$ cat src/rtl/spi_sram_wb_bridge_if.sv
// Wishbone B4 classic single-byte bus between the Levenshtein controller and
// the serial-SRAM bridge; signal names match the legacy bridge ports.
interface spi_sram_wb_bridge_if #(
  parameter int unsigned ADDR_WIDTH = 24
);
  logic                  wbs_cyc_i;
  logic                  wbs_stb_i;
  logic [ADDR_WIDTH-1:0] wbs_adr_i;
  logic                  wbs_we_i;
  logic [7:0]            wbs_dat_i;
  logic                  wbs_ack_o;
  logic                  wbs_err_o;
  logic                  wbs_rty_o;
  logic [7:0]            wbs_dat_o;

  modport master (
    output wbs_cyc_i, wbs_stb_i, wbs_adr_i, wbs_we_i, wbs_dat_i,
    input  wbs_ack_o, wbs_err_o, wbs_rty_o, wbs_dat_o
  );

  modport slave (
    input  wbs_cyc_i, wbs_stb_i, wbs_adr_i, wbs_we_i, wbs_dat_i,
    output wbs_ack_o, wbs_err_o, wbs_rty_o, wbs_dat_o
  );
endinterface

$ cat src/rtl/spi_sram_wb_bridge.sv
// Wishbone slave turning single-byte cycles into 40-bit SPI mode-0 frames
// ({cmd, addr24, data}) on a 23LC1024-class sequential-mode serial SRAM.
module spi_sram_wb_bridge #(
  parameter int unsigned ADDR_WIDTH = 24
) (
  input  logic                  clk_i,
  input  logic                  rst_ni,
  spi_sram_wb_bridge_if.slave   wbs,
  output logic                  spi_cs_n_o,
  output logic                  spi_sck_o,
  output logic                  spi_mosi_o,
  input  logic                  spi_miso_i
);

  localparam logic [1:0] IDLE  = 2'd0;
  localparam logic [1:0] SHIFT = 2'd1;
  localparam logic [1:0] ACK   = 2'd2;

  localparam logic [7:0] CMD_READ  = 8'h03;
  localparam logic [7:0] CMD_WRITE = 8'h02;

  logic [1:0]  state_q,   state_d;
  logic [39:0] shift_q,   shift_d;
  logic [5:0]  bit_cnt_q, bit_cnt_d;
  logic        phase_q,   phase_d;
  logic        cs_n_q,    cs_n_d;
  logic        sck_q,     sck_d;
  logic        we_q,      we_d;
  logic        ack_q,     ack_d;
  logic [7:0]  dat_q,     dat_d;

  logic [23:0] adr24;
  logic        req;

  always_comb begin
    adr24 = 24'(wbs.wbs_adr_i);
    req   = wbs.wbs_cyc_i & wbs.wbs_stb_i & ~ack_q;
  end

  always_comb begin
    state_d   = state_q;
    shift_d   = shift_q;
    bit_cnt_d = bit_cnt_q;
    phase_d   = phase_q;
    cs_n_d    = cs_n_q;
    sck_d     = sck_q;
    we_d      = we_q;
    ack_d     = ack_q;
    dat_d     = dat_q;

    case (state_q)
      IDLE: begin
        ack_d  = 1'b0;
        sck_d  = 1'b0;
        cs_n_d = 1'b1;
        if (req) begin
          shift_d   = {(wbs.wbs_we_i ? CMD_WRITE : CMD_READ), adr24,
                       (wbs.wbs_we_i ? wbs.wbs_dat_i : 8'h00)};
          bit_cnt_d = 6'd39;
          phase_d   = 1'b0;
          cs_n_d    = 1'b0;
          we_d      = wbs.wbs_we_i;
          state_d   = SHIFT;
        end
      end

      SHIFT: begin
        if (!phase_q) begin
          sck_d   = 1'b1;
          phase_d = 1'b1;
        end else begin
          // MISO is captured on the edge that drops SCK, i.e. while SCK was high.
          sck_d     = 1'b0;
          shift_d   = {shift_q[38:0], spi_miso_i};
          bit_cnt_d = bit_cnt_q - 6'd1;
          phase_d   = 1'b0;
          if (bit_cnt_q == 6'd0) begin
            // Frame always completes; an abandoned cycle just gets no ack.
            state_d = ACK;
            cs_n_d  = 1'b1;
            ack_d   = wbs.wbs_cyc_i;
            if (!we_q) begin
              dat_d = {shift_q[6:0], spi_miso_i};
            end
          end
        end
      end

      ACK: begin
        ack_d   = 1'b0;
        state_d = IDLE;
      end

      default: begin
        state_d = IDLE;
        ack_d   = 1'b0;
        cs_n_d  = 1'b1;
        sck_d   = 1'b0;
      end
    endcase
  end

  always_ff @(posedge clk_i or negedge rst_ni) begin
    if (!rst_ni) begin
      state_q   <= IDLE;
      shift_q   <= '0;
      bit_cnt_q <= '0;
      phase_q   <= 1'b0;
      cs_n_q    <= 1'b1;
      sck_q     <= 1'b0;
      we_q      <= 1'b0;
      ack_q     <= 1'b0;
      dat_q     <= '0;
    end else begin
      state_q   <= state_d;
      shift_q   <= shift_d;
      bit_cnt_q <= bit_cnt_d;
      phase_q   <= phase_d;
      cs_n_q    <= cs_n_d;
      sck_q     <= sck_d;
      we_q      <= we_d;
      ack_q     <= ack_d;
      dat_q     <= dat_d;
    end
  end

  always_comb begin
    spi_cs_n_o = cs_n_q;
    spi_sck_o  = sck_q;
    spi_mosi_o = (state_q == SHIFT) ? shift_q[39] : 1'b0;
  end

  assign wbs.wbs_ack_o = ack_q;
  assign wbs.wbs_dat_o = dat_q;
  assign wbs.wbs_err_o = 1'b0;
  assign wbs.wbs_rty_o = 1'b0;

endmodule

$ cat src/flat_wrapper.sv
// flat-port wrapper written by rule: the top's interface ports become plain ports
module spi_sram_wb_bridge_flat 
#(
  parameter int unsigned ADDR_WIDTH = 24
)
  (clk_i, rst_ni, spi_cs_n_o, spi_sck_o, spi_mosi_o, spi_miso_i, wbs_wbs_cyc_i, wbs_wbs_stb_i, wbs_wbs_adr_i, wbs_wbs_we_i, wbs_wbs_dat_i, wbs_wbs_ack_o, wbs_wbs_err_o, wbs_wbs_rty_o, wbs_wbs_dat_o);
  spi_sram_wb_bridge_if #(.ADDR_WIDTH(ADDR_WIDTH)) wbs_i ();
  input  logic clk_i;
  input  logic rst_ni;
  output logic spi_cs_n_o;
  output logic spi_sck_o;
  output logic spi_mosi_o;
  input  logic spi_miso_i;
  input wire logic [$bits(wbs_i.wbs_cyc_i)-1:0] wbs_wbs_cyc_i;
  input wire logic [$bits(wbs_i.wbs_stb_i)-1:0] wbs_wbs_stb_i;
  input wire logic [$bits(wbs_i.wbs_adr_i)-1:0] wbs_wbs_adr_i;
  input wire logic [$bits(wbs_i.wbs_we_i)-1:0] wbs_wbs_we_i;
  input wire logic [$bits(wbs_i.wbs_dat_i)-1:0] wbs_wbs_dat_i;
  output wire logic [$bits(wbs_i.wbs_ack_o)-1:0] wbs_wbs_ack_o;
  output wire logic [$bits(wbs_i.wbs_err_o)-1:0] wbs_wbs_err_o;
  output wire logic [$bits(wbs_i.wbs_rty_o)-1:0] wbs_wbs_rty_o;
  output wire logic [$bits(wbs_i.wbs_dat_o)-1:0] wbs_wbs_dat_o;
  assign wbs_i.wbs_cyc_i = wbs_wbs_cyc_i;
  assign wbs_i.wbs_stb_i = wbs_wbs_stb_i;
  assign wbs_i.wbs_adr_i = wbs_wbs_adr_i;
  assign wbs_i.wbs_we_i = wbs_wbs_we_i;
  assign wbs_i.wbs_dat_i = wbs_wbs_dat_i;
  assign wbs_wbs_ack_o = wbs_i.wbs_ack_o;
  assign wbs_wbs_err_o = wbs_i.wbs_err_o;
  assign wbs_wbs_rty_o = wbs_i.wbs_rty_o;
  assign wbs_wbs_dat_o = wbs_i.wbs_dat_o;
  spi_sram_wb_bridge #(.ADDR_WIDTH(ADDR_WIDTH)) u_core (.clk_i(clk_i), .rst_ni(rst_ni), .wbs(wbs_i), .spi_cs_n_o(spi_cs_n_o), .spi_sck_o(spi_sck_o), .spi_mosi_o(spi_mosi_o), .spi_miso_i(spi_miso_i));
endmodule
$ cat config.mk
export PLATFORM = sky130hd
export DESIGN_NAME = spi_sram_wb_bridge_flat
export DESIGN_NICKNAME = d
export VERILOG_FILES = /design/src/rtl/spi_sram_wb_bridge_if.sv /design/src/rtl/spi_sram_wb_bridge.sv /design/src/flat_wrapper.sv
export SDC_FILE = /design/constraint.sdc
export NUM_CORES = 1
export LEC_CHECK = 0
export ABC_AREA = 1
export CORE_UTILIZATION = 55
export DETAILED_ROUTE_END_ITERATION = 10
export PLACE_DENSITY = 0.9
export SLEW_MARGIN = 5
export SYNTH_ARGS = -nofsm -noshare
export SYNTH_HDL_FRONTEND = slang
export SYNTH_SLANG_ARGS = --single-unit
$ cat constraint.sdc
create_clock -name clk_i -period 3.2 [get_ports clk_i]
set_input_delay 0.64 -clock clk_i [delete_from_list [all_inputs] [get_ports clk_i]]
set_output_delay 0.64 -clock clk_i [all_outputs]
set_load 0.05 [all_outputs]
==> impl_metrics.tcl <==
set metrics [dict create \
    path_clk_slew_ps 70 \
    hold_path_class "input port to asynchronous set/reset pin" \
    startpoint_type "flip-flop" \
    yosysSeqAreaShare 0.504 \
    wl_per_cell_um 11.7 \
    r2r_end "u_core.bit_cnt_q[4]$_DFFE_PN0P_" \
    synthTopCellsByArea "dfrtp_1, nand2_1, o21ai_2" \
    grt_usage 0.219 \
    cp-end-kind "output pin" \
    grt_pass1_wl_mm 10.1 \
    fin_nets 461 \
    grtUsageMet3 0.0515 \
    design.die.area_um2 5820 \
    drv_cap 0 \
    finalPower_mw 1.49 \
    postRouteAntennaNets 0 \
    cts_buffer_depth 2 \
    overflow 0 \
    crit_cells 4 \
    clockPowerShare 0.393 \
    p_leak_nw 1.92 \
    hpwl_mm 3.92 \
    crit_path_top_delay_cell "clkdlybuf4s50_1" \
    clock-root-buffer "clkbuf_8" \
    power_frac_seq 0.534 \
    ys_ff_latch 61 \
    p_per_area_nw_per_um2 405 \
    cts_sinks 61 \
    cts-resized-gates 0 \
    peakVddDrop_v 0.000278 \
    n_antenna_cell 0 \
    critPathLaunch "u_core.state_q[1]$_DFFE_PN0P_" \
    worstSkewPairLatency_ps 340 \
    period_needed_ps 2750 \
    htreeDepth 3 \
    combPwrFrac 0.073 \
    grt_max_degree 54 \
    setup_viol 0 \
    syn_area_um2 3030 \
    switching_share 0.245 \
    antenna_found_initial 0 \
    met2_usage 0.361 \
    gp_congestion 0.832 \
    num_vias 2419 \
    start_util 0.583 \
    holdWs_ps 468 \
    place_area_um2 3510 \
    synth_warnings 0 \
    grt_pass1_vias 2318 \
    cts_made_buffers 9 \
    die_x_um 76.3 \
    cp_data_required_time_ps 2560 \
    crit_chain "nor2_8 > inv_4 > nor2_1 > clkdlybuf4s50_1" \
    die_h_um 76.3 \
    clock_skew_ps 10.3 \
    critical_path_arrival_ps 2110 \
    maxSlewHeadroom 0.328 \
    status "complete, no violations" \
    r2r_slack_ps 1350 \
    ys_types 26 \
    setup.worst_path.end "spi_mosi_o" \
    hold_violations 0 \
    syn_inst 374 \
    met1_usage 0.284 \
    cts_setup_buffers 0 \
    synthArstFlopShare 1.00 \
    dr.pass1.iters 5 \
    critical_path_class "flip-flop to output pin" \
    fin_tns_setup_ps 0 \
    final_max_slew_viol_count 0 \
    core_area_um2 5200 \
    internal_power_mw 1.12 \
    port_buffers 49 \
    rows 26 \
    dr.first_iter.drc_count 143 \
    synth_top_area_frac 0.495 \
    rsz0062_at_grt "no" \
    cp.buffers_inverters 2 \
    route.detailed.drc 0 \
    cp_slowest_stage_delay_ps 800 \
    max_clock_freq_mhz 363 \
    ios 52 \
    design_area_um2 3680 \
    synth_ff_type "dfrtp_1" \
    areaGrowthSynthToFinish_pct 21.2 \
    synth_edf_count 0 \
    synth_area_per_cell_um2 8.11 \
    worst_slew_pin_slew_ps 1010 \
    cts_tree "yes" \
    cts_hold_buf 0 \
    period_share 0.860 \
    p_sw_mw 0.365 \
    viasPerCell 4.88 \
    reg2reg_from "u_core.state_q[1]$_DFFE_PN0P_" \
    wl_mm 5.79 \
    grt-busiest-layer "met2" \
    r2r_cells 6 \
    crit_family "buffers and inverters" \
    synth_top_cell_by_area "dfrtp_1" \
    critPathMaxFanout 24 \
    layout-drive-gt1-share 0.129 \
]
synth_stat cells (2+ instances only):
| cell | n |
|---|---|
| inv_2 | 4 |
| ha_1 | 2 |
| inv_1 | 32 |
| nand2_1 | 156 |
| o21ai_0 | 28 |
| nor2_1 | 8 |
| buf_6 | 8 |
| nand2_4 | 2 |
| nor2_2 | 2 |
| buf_2 | 2 |
| o21ai_1 | 10 |
| nand3_2 | 2 |
| o21ai_2 | 18 |
| dfrtp_1 | 60 |
| buf_4 | 4 |
| nand3_1 | 23 |
| nand2_2 | 2 |
| clkbuf_1 | 3 |
power by group through the flow:
stage	Combinational (mW)	Sequential [mW]	Clock, mW
5_1_grt	0.121	0.796	0.618
3_3_place_gp	0.106	0.808	0
3_5_place_dp	0.109	0.809	0
4_1_cts	0.110	0.795	0.592
6_report	0.108	0.795	0.585
2_1_floorplan	0.0420	0.807	0
placed cells by master (no fill, tap or decap), drive strengths merged:
cell	netlist	final
ha	2	2
conb	1	2
o21ai	56	56
clkbuf	3	10
nor2	12	12
a21oi	2	2
inv	37	37
dfstp	1	1
nand3	25	25
nand2	160	160
clkdlybuf4s50	0	48
clkinvlp	0	1
dfrtp	60	60
clkinv	0	5
buf	15	5
logic make-up (layout without fill, tap and decap cells):
| kind of cell | after synthesis | in the layout | share of synthesized area |
|---|---|---|---|
| buffers and inverters | 55 | 106 | 0.0944 |
| AOI/OAI and AO/OA | 58 | 58 | 0.119 |
| other | 1 | 2 | 0.00124 |
| DFF | 61 | 61 | 0.504 |
| adders and majority gates | 2 | 2 | 0.00825 |
| and+or+nand+nor | 197 | 197 | 0.273 |
sequential cells by signal (all words and copies together) (netlist names), 2 cells and up:
signal / count
u_core.shift_q: 40
u_core.bit_cnt_q: 6
u_core.state_q: 2
u_core.wbs.wbs_dat_o: 8
layer usage:
layer,share of wire,wire length [um],vias up
li1,-,-,1258
met1,0.48,2770,1116
met2,0.47,2750,39
met3,0.034,199,6
met4,0.012,72,0
met5,0,0,-
worst reg2reg max path, cell delays in order (launching register included):
cell and delay [ps]:
dfrtp_1 470, nor2_8 360, nand2_2 110, nand2_4 360, inv_2 250, nand2_1 100
o21ai_0 70
layout make-up:
cell class,count,area [um^2]
Clock buffer,10,128
Clock inverter,6,40.0
Fill cell,413,1530
Inverter,37,141
Multi-Input combinational cell,259,1220
Sequential cell,61,1530
Tap cell,70,87.6
Timing Repair Buffer,53,528
worst min-delay path by stage:
stage                     cells past startpoint  slack, ps                                   to
after global routing                          2        500        u_core.spi_cs_n_o$_DFFE_PN1P_
after global placement                        2        450  u_core.wbs.wbs_dat_o[0]$_DFFE_PN0P_
after detailed placement                      2        460  u_core.wbs.wbs_dat_o[1]$_DFFE_PN0P_
after floorplan                               0        340      u_core.bit_cnt_q[0]$_DFFE_PN0P_
after CTS                                     2        470        u_core.spi_cs_n_o$_DFFE_PN1P_
final                                         1        470       u_core.shift_q[18]$_DFFE_PN0P_
stage by stage:
step	worst slack (ps)	utilization	instances
after global placement	821	0.674	480
after CTS	431	0.706	496
final	448	0.706	496
after global routing	323	0.706	496
after floorplan	1050	-	375
after detailed placement	809	0.674	480
No activity file was read; power rests on OpenSTA's default activity.
==> variant 1, RTL diff (same settings) <==
Reset style: synchronous (`rst_ni`), changed in one clocked block.
--- a/src/rtl/spi_sram_wb_bridge.sv
+++ b/src/rtl/spi_sram_wb_bridge.sv
@@ -102,3 +102,3 @@
 
-  always_ff @(posedge clk_i or negedge rst_ni) begin
+  always_ff @(posedge clk_i) begin
     if (!rst_ni) begin
Behaviour: differs if rst_ni is asserted again (counterexample within 4 cycles, from zero or initial values and one cycle with rst_ni low); with rst_ni held inactive, the same outputs for 10 cycles.
==> variant 1 against the original RTL <==
Critical endpoint unchanged; highest routed layer unchanged; worst setup slack improved by 0.087 ns; wire length increased by 3.6%; cell area down 5.1%; clock skew decreased by 0.0036 ns; sequential cell count unchanged; synthesized area fell by 5.4%; largest cell class is now multi-input gates.
Power is not compared: it rests on default switching activity, and its combinational part moved more than twofold at a synthesized area within 25%.
==> variant 1: results (changes against the original RTL) <==
place_inst: 530  # was 480
use_met2: 0.441  # was 0.361
synth.distinct_cells: 25  # was 26
grt_pass1_wl_um: 10100  # about the same
final.setup_skew_ns: 0.00670  # was 0.0103 ns
hold_class: "register to register"  # was input port to async pin
dr.pass1.iters: 4  # was 5
ys_top_cells_by_count: "nand2_1, nor2_1, dfxtp_1, o21ai_0, inv_1"  # was nand2_1, dfrtp_1, inv_1, o21ai_0, nand3_1
dp_slack_ns: 0.773  # was 0.809 ns
via_count: 2686  # was 2,419
holdWs_ns: 0.459  # was 0.468 ns
critPathMaxStageDelay_ns: 0.82  # was 0.80 ns
gp_congestion: 0.794  # was 0.832
wl_per_cell_um: 11.0  # was 11.7 um
netlist_instances: 437  # was 374
synthAdderAreaFrac: 0.00872  # was 0.00825
cp.arrival_ns: 2.03  # was 2.11 ns
start_util: 0.588  # was 0.583
status: "completed"  # unchanged
met3_usage: 0.0799  # was 0.0515
async_reset_ff_frac: 0  # was 1.00
cp_max_fo: 36  # was 24
r2r_end: "u_core.bit_cnt_q[3]$_SDFFE_PN0P_"  # was u_core.bit_cnt_q[4]$_DFFE_PN0P_
grt_pass1_vias: 2482  # was 2,318
dpl.hpwl_um: 3850  # was 3920 um
placed_cell_area_um2: 3310  # was 3510 um2
dr.first_iter.drc_count: 183  # was 143
yosysSeqAreaShare: 0.425  # was 0.504
dr_wl_met3_um: 329  # was 199 um
drt-met1-wl_um: 2640  # was 2770 um
slew_headroom: 0.543  # was 0.328
grt_max_degree: 48  # was 54
==> variant 1: worst max-delay path by stage <==
stage                                                  end                            from  depth (start not counted)  slack, ns
after floorplan                                 spi_mosi_o  u_core.state_q[0]$_SDFFE_PN0P_                          3       1.25
after global placement    u_core.bit_cnt_q[3]$_SDFFE_PN0P_                   wbs_wbs_cyc_i                          6       0.82
after detailed placement  u_core.bit_cnt_q[3]$_SDFFE_PN0P_                   wbs_wbs_cyc_i                          6       0.77
after CTS                                       spi_mosi_o  u_core.state_q[1]$_SDFFE_PN0P_                          4       0.53
after global routing                            spi_mosi_o  u_core.state_q[1]$_SDFFE_PN0P_                          4       0.44
final                                           spi_mosi_o  u_core.state_q[1]$_SDFFE_PN0P_                          4       0.53
==> variant 1: final cells by class <==
type | count | area [um2]
multi-input cells | 325 | 1400
repair buffers | 51 | 505
fillers | 439 | 1390
well taps | 67 | 83.8
flip-flops and latches | 61 | 1220
inverters | 26 | 97.6
clock buffers | 11 | 151
clock inverters | 5 | 25.0
==> variant 2, RTL diff (config.mk and constraints unchanged) <==
Made on the original files. Take the reset off `shift_q` and load it in a clocked block of its own.
--- a/src/rtl/spi_sram_wb_bridge.sv
+++ b/src/rtl/spi_sram_wb_bridge.sv
@@ -105,3 +105,2 @@
       state_q   <= IDLE;
-      shift_q   <= '0;
       bit_cnt_q <= '0;
@@ -115,3 +114,2 @@
       state_q   <= state_d;
-      shift_q   <= shift_d;
       bit_cnt_q <= bit_cnt_d;
@@ -124,2 +122,6 @@
     end
+  end
+
+  always_ff @(posedge clk_i) begin
+    shift_q <= shift_d;
   end
Function: same outputs for any inputs over 10 cycles, from zero or initial values and one cycle with rst_ni low; that may be too few to reach the edited logic, so the function may still have changed.
==> variant 2 against the original RTL <==
Worst setup slack improved by 0.36 ns; global-route usage increased by 1.1 points; synthesized area decreased by 11%; cell area decreased by 7.7%; sequential cell count unchanged; wire length decreased by 8.2%; non-clock buffer count decreased by 2; utilization increased by 1.2 points; highest routed layer unchanged.
Power is not compared: it rests on default switching activity, and its combinational part moved more than twofold at a synthesized area within 25%.
==> variant 2: results (changes against the original RTL) <==
slew_headroom: 0.369  # was 0.328
critPathMaxStageDelay_ns: 0.49  # was 0.80 ns
ys.flop_type: "edfxtp_1"  # was dfrtp_1
grt_max_degree: 39  # was 54
final.fill_count: 358  # was 413
synthTopCellsByArea: "edfxtp_1, dfrtp_1, nand2_1, nand3_1, inv_1"  # was dfrtp_1, nand2_1, o21ai_2, o21ai_0, inv_1
met3_usage: 0.0569  # was 0.0515
grt_pass1_wl_um: 8760  # was 10,100 um
yosysSeqAreaShare: 0.639  # was 0.504
status: "completed"  # unchanged
async_reset_ff_frac: 0.344  # was 1.00
r2r_slack_ns: 1.05  # was 1.35 ns
grt_pass1_vias: 1889  # was 2,318
track_usage: 0.230  # was 0.219
placed_cell_area_um2: 3240  # was 3510 um2
dr.pass1.iters: 4  # was 5
synth_edf_count: 40  # was 0
routed_wl_um: 5320  # was 5790 um
ys_top_cells_by_count: "nand2_1, edfxtp_1, dfrtp_1, inv_1, nand3_1"  # was nand2_1, dfrtp_1, inv_1, o21ai_0, nand3_1
clk_pin_slew_ns: 0.07  # about the same
final.setup_skew_ns: 0.00735  # was 0.0103 ns
synth_compound_area_frac: 0.0407  # was 0.119
drive_gt1_frac: 0.0785  # was 0.129
finalNetCount: 367  # was 461
slowest_stage: "inv_2"  # was clkdlybuf4s50_1
gp_congestion: 0.840  # was 0.832
vias_per_cell: 5.02  # was 4.88
dr.first_iter.drc_count: 215  # was 143
use_met2: 0.363  # was 0.361
hold_class: "register to register"  # was input port to async pin
synthAdderAreaFrac: 0.00925  # was 0.00825
synth.distinct_cells: 21  # was 26
setup_tns_ns: 0  # unchanged
==> variant 2: metrics by stage <==
stage	total power [mW]	cells	hold WS, ns
finish	3.68	398	0.461
global route	3.92	398	0.495
CTS	3.69	398	0.461
detailed placement	3.13	383	0.451
global placement	3.05	383	0.452
floorplan	2.67	275	0.344
==> variant 2: cells by family after synthesis <==
family | Yosys count
fa+ha+maj | 2
flops | 61
simple gates | 160
buf+inv | 34
other cells | 1
compound gates | 16
==> variant 2: final cells by class <==
cell class	instances	area (um2)	share of cell area
sequential	61	1730	0.509
multi-input combinational	180	815	0.240
inverter	24	90.1	0.0266
clock inverter	4	16.3	0.00480
tap	67	83.8	0.0247
clock buffer	11	131	0.0387
timing repair buffer	51	528	0.156
==> variant 2: worst paths after layout <==
check | start | to | depth (start not counted)
worst max-delay path | u_core.state_q[0]$_DFFE_PN0P_ | spi_mosi_o | 5
worst min-delay path | u_core.spi_cs_n_o$_DFFE_PN1P_ | u_core.spi_cs_n_o$_DFFE_PN1P_ | 2
worst max register to register | u_core.state_q[1]$_DFFE_PN0P_ | u_core.shift_q[36]$_SDFFCE_PN0P_ | 6
worst min register to register | u_core.spi_cs_n_o$_DFFE_PN1P_ | u_core.spi_cs_n_o$_DFFE_PN1P_ | 2
max in group asynchronous | rst_ni | u_core.wbs.wbs_dat_o[5]$_DFFE_PN0P_ | 1
min in group asynchronous | rst_ni | u_core.wbs.wbs_ack_o$_DFFE_PN0P_ | 1
==> variant 2: power by group through the flow <==
stage	sequential, mW	combinational (mW)	clock, mW
finish	1.61	1.51	0.548
global route	1.66	1.68	0.582
detailed placement	1.62	1.51	0
CTS	1.61	1.52	0.551
floorplan	1.80	0.871	0
global placement	1.60	1.45	0
==> variant 2: worst reg2reg max path, delay by kind of cell, from the launching register on <==
kind | cells | cell delay [ns]
buffers and inverters | 3 | 0.93
and+or+nand+nor | 3 | 0.49
DFF | 1 | 0.43
==> variant 2: metal layers <==
layer | wire [um] | vias to the layer above | share of wire
met5 | 0 | - | 0
met3 | 326 | 11 | 0.061
met4 | 106 | 0 | 0.020
met1 | 2230 | 918 | 0.42
met2 | 2660 | 75 | 0.50
li1 | - | 994 | -
